===== src/rtl/mem_arbiter.sv =====
// Two-port arbiter in front of the single SDRAM controller: one buffered request per port,
// watchdog abort after TIMEOUT cycles in WAIT. Define ARB_ROUND_ROBIN_EN for round-robin ties.
module mem_arbiter #(
    parameter int AW      = 16,
    parameter int DW      = 16,
    parameter int TIMEOUT = 255
) (
    input  logic          clk,
    input  logic          rst,
    input  logic [AW-1:0] p0_addr,
    input  logic [DW-1:0] p0_wdata,
    input  logic          p0_read,
    input  logic          p0_write,
    output logic          p0_busy,
    output logic          p0_ready,
    output logic [DW-1:0] p0_rdata,
    input  logic [AW-1:0] p1_addr,
    input  logic [DW-1:0] p1_wdata,
    input  logic          p1_read,
    input  logic          p1_write,
    output logic          p1_busy,
    output logic          p1_ready,
    output logic [DW-1:0] p1_rdata,
    output logic [AW-1:0] mem_addr,
    output logic [DW-1:0] mem_wdata,
    output logic          mem_read,
    output logic          mem_write,
    input  logic          mem_busy,
    input  logic          mem_ready,
    input  logic [DW-1:0] mem_rdata,
    output logic          grant,
    output logic          timeout_err
);

    localparam int CW = (TIMEOUT > 1) ? $clog2(TIMEOUT) : 1;
    localparam logic [CW-1:0] LIM = CW'((TIMEOUT > 0) ? TIMEOUT - 1 : 0);
    localparam bit WD_EN = (TIMEOUT > 0);

    typedef enum logic {S_IDLE, S_WAIT} state_t;

    state_t        r_state, w_state_nxt;
    logic [1:0]    r_pend, r_op, r_ready;
    logic [AW-1:0] r_addr  [2];
    logic [DW-1:0] r_wdata [2];
    logic [DW-1:0] r_rdata [2];
    logic [AW-1:0] r_mem_addr;
    logic [DW-1:0] r_mem_wdata;
    logic          r_mem_read, r_mem_write, r_grant, r_timeout;
    logic [CW-1:0] r_cnt;

    logic [1:0]    w_rd, w_wr, w_fin;
    logic [AW-1:0] w_addr [2];
    logic [DW-1:0] w_wdata [2];
    logic          w_sel, w_issue, w_done, w_abort;

    assign w_rd    = {p1_read, p0_read};
    assign w_wr    = {p1_write, p0_write};
    assign w_addr  = '{p0_addr, p1_addr};
    assign w_wdata = '{p0_wdata, p1_wdata};
    assign w_fin   = {2{w_done | w_abort}} & {r_grant, ~r_grant};

`ifdef ARB_ROUND_ROBIN_EN
    logic r_last;

    // On a tie the port that did not win last time goes next.
    always_comb w_sel = (r_pend == 2'b11) ? ~r_last : r_pend[1];

    always_ff @(posedge clk or posedge rst) begin
        if (rst)          r_last <= 1'b1;
        else if (w_issue) r_last <= w_sel;
    end
`else
    always_comb w_sel = r_pend[1];
`endif

    always_ff @(posedge clk or posedge rst) begin
        if (rst) r_state <= S_IDLE;
        else     r_state <= w_state_nxt;
    end

    always_comb begin
        w_state_nxt = r_state;
        case (r_state)
            S_IDLE:  if (w_issue) w_state_nxt = S_WAIT;
            S_WAIT:  if (w_done || w_abort) w_state_nxt = S_IDLE;
            default: w_state_nxt = S_IDLE;
        endcase
    end

    always_comb begin
        w_issue = 1'b0;
        w_done  = 1'b0;
        w_abort = 1'b0;
        case (r_state)
            S_IDLE: w_issue = (|r_pend) && !mem_busy;
            S_WAIT: begin
                w_done  = mem_ready;
                w_abort = WD_EN && !mem_ready && (r_cnt == LIM);
            end
            default: ;
        endcase
    end

    // Pending slots: a strobe is taken only into an empty slot; read wins over write.
    always_ff @(posedge clk or posedge rst) begin
        if (rst) begin
            r_pend <= '0;
            r_op   <= '0;
            for (int i = 0; i < 2; i++) begin
                r_addr[i]  <= '0;
                r_wdata[i] <= '0;
            end
        end else begin
            for (int i = 0; i < 2; i++) begin
                if (w_fin[i]) begin
                    r_pend[i] <= 1'b0;
                end else if (!r_pend[i] && (w_rd[i] || w_wr[i])) begin
                    r_pend[i]  <= 1'b1;
                    r_op[i]    <= !w_rd[i];
                    r_addr[i]  <= w_addr[i];
                    r_wdata[i] <= w_wdata[i];
                end
            end
        end
    end

    always_ff @(posedge clk or posedge rst) begin
        if (rst) begin
            r_mem_addr  <= '0;
            r_mem_wdata <= '0;
            r_mem_read  <= 1'b0;
            r_mem_write <= 1'b0;
            r_grant     <= 1'b0;
            r_timeout   <= 1'b0;
            r_cnt       <= '0;
            r_ready     <= '0;
            r_rdata[0]  <= '0;
            r_rdata[1]  <= '0;
        end else begin
            r_mem_read  <= 1'b0;
            r_mem_write <= 1'b0;
            r_ready     <= '0;
            if (w_issue) begin
                r_mem_addr  <= r_addr[w_sel];
                r_mem_wdata <= r_wdata[w_sel];
                r_mem_read  <= !r_op[w_sel];
                r_mem_write <= r_op[w_sel];
                r_grant     <= w_sel;
                r_cnt       <= '0;
            end
            if (r_state == S_WAIT) r_cnt <= r_cnt + 1'b1;
            if (w_done || w_abort) begin
                r_ready[r_grant] <= 1'b1;
                if (!r_op[r_grant]) r_rdata[r_grant] <= w_done ? mem_rdata : '1;
            end
            if (w_abort) r_timeout <= 1'b1;
        end
    end

    assign p0_busy     = r_pend[0];
    assign p1_busy     = r_pend[1];
    assign p0_ready    = r_ready[0];
    assign p1_ready    = r_ready[1];
    assign p0_rdata    = r_rdata[0];
    assign p1_rdata    = r_rdata[1];
    assign mem_addr    = r_mem_addr;
    assign mem_wdata   = r_mem_wdata;
    assign mem_read    = r_mem_read;
    assign mem_write   = r_mem_write;
    assign grant       = r_grant;
    assign timeout_err = r_timeout;

endmodule


===== config.mk =====
export PLATFORM = sky130hd
export DESIGN_NAME = mem_arbiter
export DESIGN_NICKNAME = d
export VERILOG_FILES = /design/src/rtl/mem_arbiter.sv
export SDC_FILE = /design/constraint.sdc
export NUM_CORES = 1
export LEC_CHECK = 0
export CAP_MARGIN = 10
export CORE_ASPECT_RATIO = 1.4
export CORE_UTILIZATION = 35
export DETAILED_ROUTE_END_ITERATION = 12
export HOLD_SLACK_MARGIN = 0.1
export PLACE_DENSITY_LB_ADDON = 0.08
export SETUP_SLACK_MARGIN = 0.02
export SYNTH_ARGS = -nofsm -noshare
export SYNTH_HDL_FRONTEND = slang
export SYNTH_SLANG_ARGS = --single-unit

===== constraint.sdc =====
create_clock -name clk -period 6.5 [get_ports clk]
set_input_delay 0.975 -clock clk [delete_from_list [all_inputs] [get_ports clk]]
set_output_delay 0.975 -clock clk [all_outputs]
set_load 0.01 [all_outputs]

-- After elaboration in Yosys (flattened, before gate mapping)
Cells that the tools add are included.
- register bits: 147
- input port bits: 88
- output and inout bits: 72
- word-level logic and storage cells: 90
- $add $sub $neg: 1
- magnitude comparators: 6
- equality and inequality tests: 1
- mux-type cells: 31
- bitwise gates (word level): 9
- reductions and logical operators: 23
- operators by type and width (kind ; number):
    $mux W16 ; 8
    $bwmux W32 ; 1
    $demux W16 S1 ; 1
    $mux W1 ; 16
    $mux W8 ; 2
    $add A8 B1 Y8 const B ; 1
    $eq A8 B8 Y1 const B ; 1
    $logic_not A1 Y1 ; 7
    $logic_and A1 B1 Y1 ; 6
    $reduce_and A2 Y1 ; 3
    $reduce_bool A2 Y1 ; 3
    $not A1 Y1 ; 5
    $ge A2 B2 Y1 const B ; 2
    $lt A1 B2 Y1 const B ; 2
    $not A1 Y2 ; 2
    $logic_or A1 B1 Y1 ; 3
    $and A2 B2 Y2 ; 1
    $lt A2 B1 Y1 const B ; 1
    $mux W2 ; 1
    $pmux W1 S2 ; 1
    $reduce_or A2 Y1 ; 1
    $demux W1 S1 ; 1
    $ge A1 B1 Y1 const B ; 1
    $or A1 B1 Y1 ; 1

-- Logic depth before layout (Yosys ltp)
- depth after elaboration: 7
- depth in mapped cells: 8
- depth with buffers taken out: 6

-- Worst setup path before layout
No wires, ideal clock.
- kind: input to register
- start point: input port mem_busy
- end point: register r_mem_addr[1], in the netlist mem_addr[1]
- setup time: 0.133 ns
- data arrival time: 1.881 ns
- required time: 6.367 ns
- setup slack: 4.485 ns
- cell stages on the path: 6
- path through: or3_1 > clkbuf_1 > buf_2 > buf_2 > nand2_1 > o21ai_0
- cells in the longest elaborated chain, start to end: 3
- RTL lines (what ; line ; RTL):
    from (decl) ; 28 ; input logic mem_busy,
    $logic_not A1 Y1 ; 95 ; S_IDLE: w_issue = (|r_pend) && !mem_busy;
    $logic_and A1 B1 Y1 ; 95 ;
    $mux W1 ; 94 ; case (r_state)
    to (signal assigned) ; 144 ; r_mem_addr <= r_addr[w_sel];
    to (decl) ; 46 ; logic [AW-1:0] r_mem_addr;
Every way passes these cells.
A chain may end at the register's enable or synchronous reset.

-- Final worst setup path
- start point: register r_pend[1]
- end point: output port p1_busy
- RTL lines (what ; line ; RTL):
    from (decl) ; 42 ; logic [1:0] r_pend, r_op, r_ready;
    from (signal assigned) ; 107 ; r_pend <= '0;
    from (signal, indexed assignment) ; 116 ; r_pend[i] <= 1'b0;
    from (signal, indexed assignment) ; 118 ; r_pend[i] <= 1'b1;
    to (decl) ; 21 ; output logic p1_busy,
No word-level cell between the ends.

==> qor.yml <==
start_util: 0.358
clock_sinks: 147
antenna_found_initial: 0
synth_edf_count: 0
maxCapViolations: 0
synth.distinct_cells: 36
grtUsageMet2: 0.280
crit_fanout: 23
worstSkewPairLatency_ns: 0.42
worstPathRequired_ns: 5.52
busiest_layer: "met2"
num_rows: 57
gr-usage-met3: 0.0550
syn-cell-area_um2: 6230
status: "finished, final reports clean"
viasPerCell: 4.77
swShare: 0.288
power_leakage_nw: 3.81
fin_cells: 864
async_reset_ff_frac: 1.00
fillers: 1639
layout_common_cells: "159 x clkdlybuf4s50_1, 146 x dfrtp_1, 60 x mux2_4, 43 x o21ai_0, 41 x nand2_1"
cts_hold_buffers: 0
crit_path_start_kind: "flip-flop"
path_class: "flip-flop to primary output"
place_inst: 832
synthFlopType: "dfrtp_1"
finalSetupViolations: 0
fin_crit_sh: 0.501
rrSetupSlack_ns: 4.28
ys_ff_latch: 147
synthCells: 458
post-cts-setup-buffers: 0
cp.arrival_ns: 2.28
wl_mm: 14.7
seq_area_frac_synth: 0.590
layout-drive-gt1-share: 0.175
power.switching_mw: 1.14
synth_nets: 548
grt_remaining_overflow: 0
combPwrFrac: 0.342
drc: 0
clkPwrFrac: 0.250
syn2layout_area_growth_pct: 37.6
p_per_area_nw_per_um2: 461
cp-end-kind: "primary output"
grt_pass1_vias: 4572
fin_area_um2: 8570
place_hpwl_mm: 9.65
rsz0062_at_grt: "no"
n_antenna_cell: 0
fmax_ghz: 0.307
h-tree-depth: 4
root_buffer: "clkbuf_16"
die_w_um: 115
routabilityCongestion: 0.754
firstDrtPassIters: 4
layout_min_cycle_time_ns: 3.26
final_hold_viol_count: 0
ctsLongestPathBuffers: 2
num-nets-final: 705
slew-limit-headroom: 0.461
placed_area_um2: 7980
coreArea_um2: 17400
first_iter_violations: 145
seqPwrFrac: 0.408
tritoncts: "built"
final_common_cell: "clkdlybuf4s50_1"
clkTransAtPathRegs_ns: 0.06
num_vias: 4125
ctsResizeCount: 0
worst_hold_path_type: "flip-flop to flip-flop"
numCtsBuffers: 17
die_y_um: 160
ios: 160
avgSynthCellArea_um2: 13.6
wl_per_cell_um: 17.0
numPortBuffers: 159
track_usage: 0.171
fin_util: 0.493
setup-tns-final_ns: 0
grt_use_met1: 0.206
antenna_left: 0
grt_max_degree: 92
clock_skew_ns: 0.00827
ys_warn_count: 0
vdd_drop_max_v: 0.000193
worst_pin_slew_ns: 0.809
maxSlewViolCount: 0
grt_pass1_wl_mm: 23.9
dieArea_um2: 18300
internal_power_mw: 2.81
synthesized netlist by cell type, drive strengths merged, types with 2 or more instances:
library cell  instances  area share
nor4b                 2      0.0028
mux2i                33       0.053
dfrtp               147        0.59
nor3                  5      0.0076
clkbuf               11      0.0066
o21a                  4      0.0084
nand3b                2      0.0024
nand2                41       0.025
a311oi                4      0.0056
ha                    2      0.0040
o21ai                44       0.035
inv                   5      0.0030
nand3                 4      0.0040
a2bb2oi              32       0.045
nand4                 4      0.0040
buf                  15       0.023
mux2                 64        0.15
nor2                 30       0.018
power by group through the flow:
stage	sequential (mW)	combinational, mW	clock, mW
2_1_floorplan	1.66	0.692	0
3_3_place_gp	1.61	1.35	0
3_5_place_dp	1.62	1.37	0
4_1_cts	1.62	1.37	1.01
5_1_grt	1.67	1.47	1.05
6_report	1.61	1.35	0.989
state kept, by name, indices dropped and copies added, names as in the netlist, 8 cells and up:
register	count
mem_wdata	16
r_cnt	8
r_addr	32
r_wdata	32
p0_rdata	16
p1_rdata	16
mem_addr	16
worst paths after layout:
path,startpoint,end,depth (start not counted)
min in group asynchronous,rst,mem_addr[3],2
max in group asynchronous,rst,r_addr[10],3
min reg2reg,mem_wdata[8],mem_wdata[8],2
min,mem_wdata[8],mem_wdata[8],2
max,r_pend[1],p1_busy,2
max reg2reg,r_cnt[0],r_addr[14],6
cells by family after synthesis:
family                     share of synthesized area
muxes                                          0.205
xor gates and xnor gates                     0.00141
DFF                                            0.590
and+or+nand+nor                               0.0679
AOI/OAI and AO/OA                             0.0992
adders and majority gates                    0.00402
buffers and inverters                         0.0323
routing by layer:
metal,part of all wire,vias to the layer above
met1,0.43,2038
met2,0.48,134
met4,0.017,0
met5,0,-
li1,-,1935
met3,0.071,18
critical path, stage by stage, from the launching register on:
cell,delay [ns]
dfrtp_2,0.70
buf_4,0.51
clkdlybuf4s50_1,0.66
through the flow:
step                hold WS, ns  worst slack, ns  power [mW]
CTS                       0.483             3.19        4.00
global route              0.497             3.12        4.19
global placement          0.463             3.02        2.96
floorplan                 0.454             1.57        2.35
detailed placement        0.469             3.00        2.99
finish                    0.475             3.24        3.95
layout make-up:
cell class	instances	area, µm²	area share
flip-flops and latches	147	3680	0.429
clock buffers	19	433	0.0505
well taps	236	295	0.0344
inverters	5	23.8	0.00277
repair buffers	164	1630	0.190
clock inverters	13	161	0.0188
multi-input cells	280	2350	0.274
Note: power is estimated with default switching activity, not from simulation.
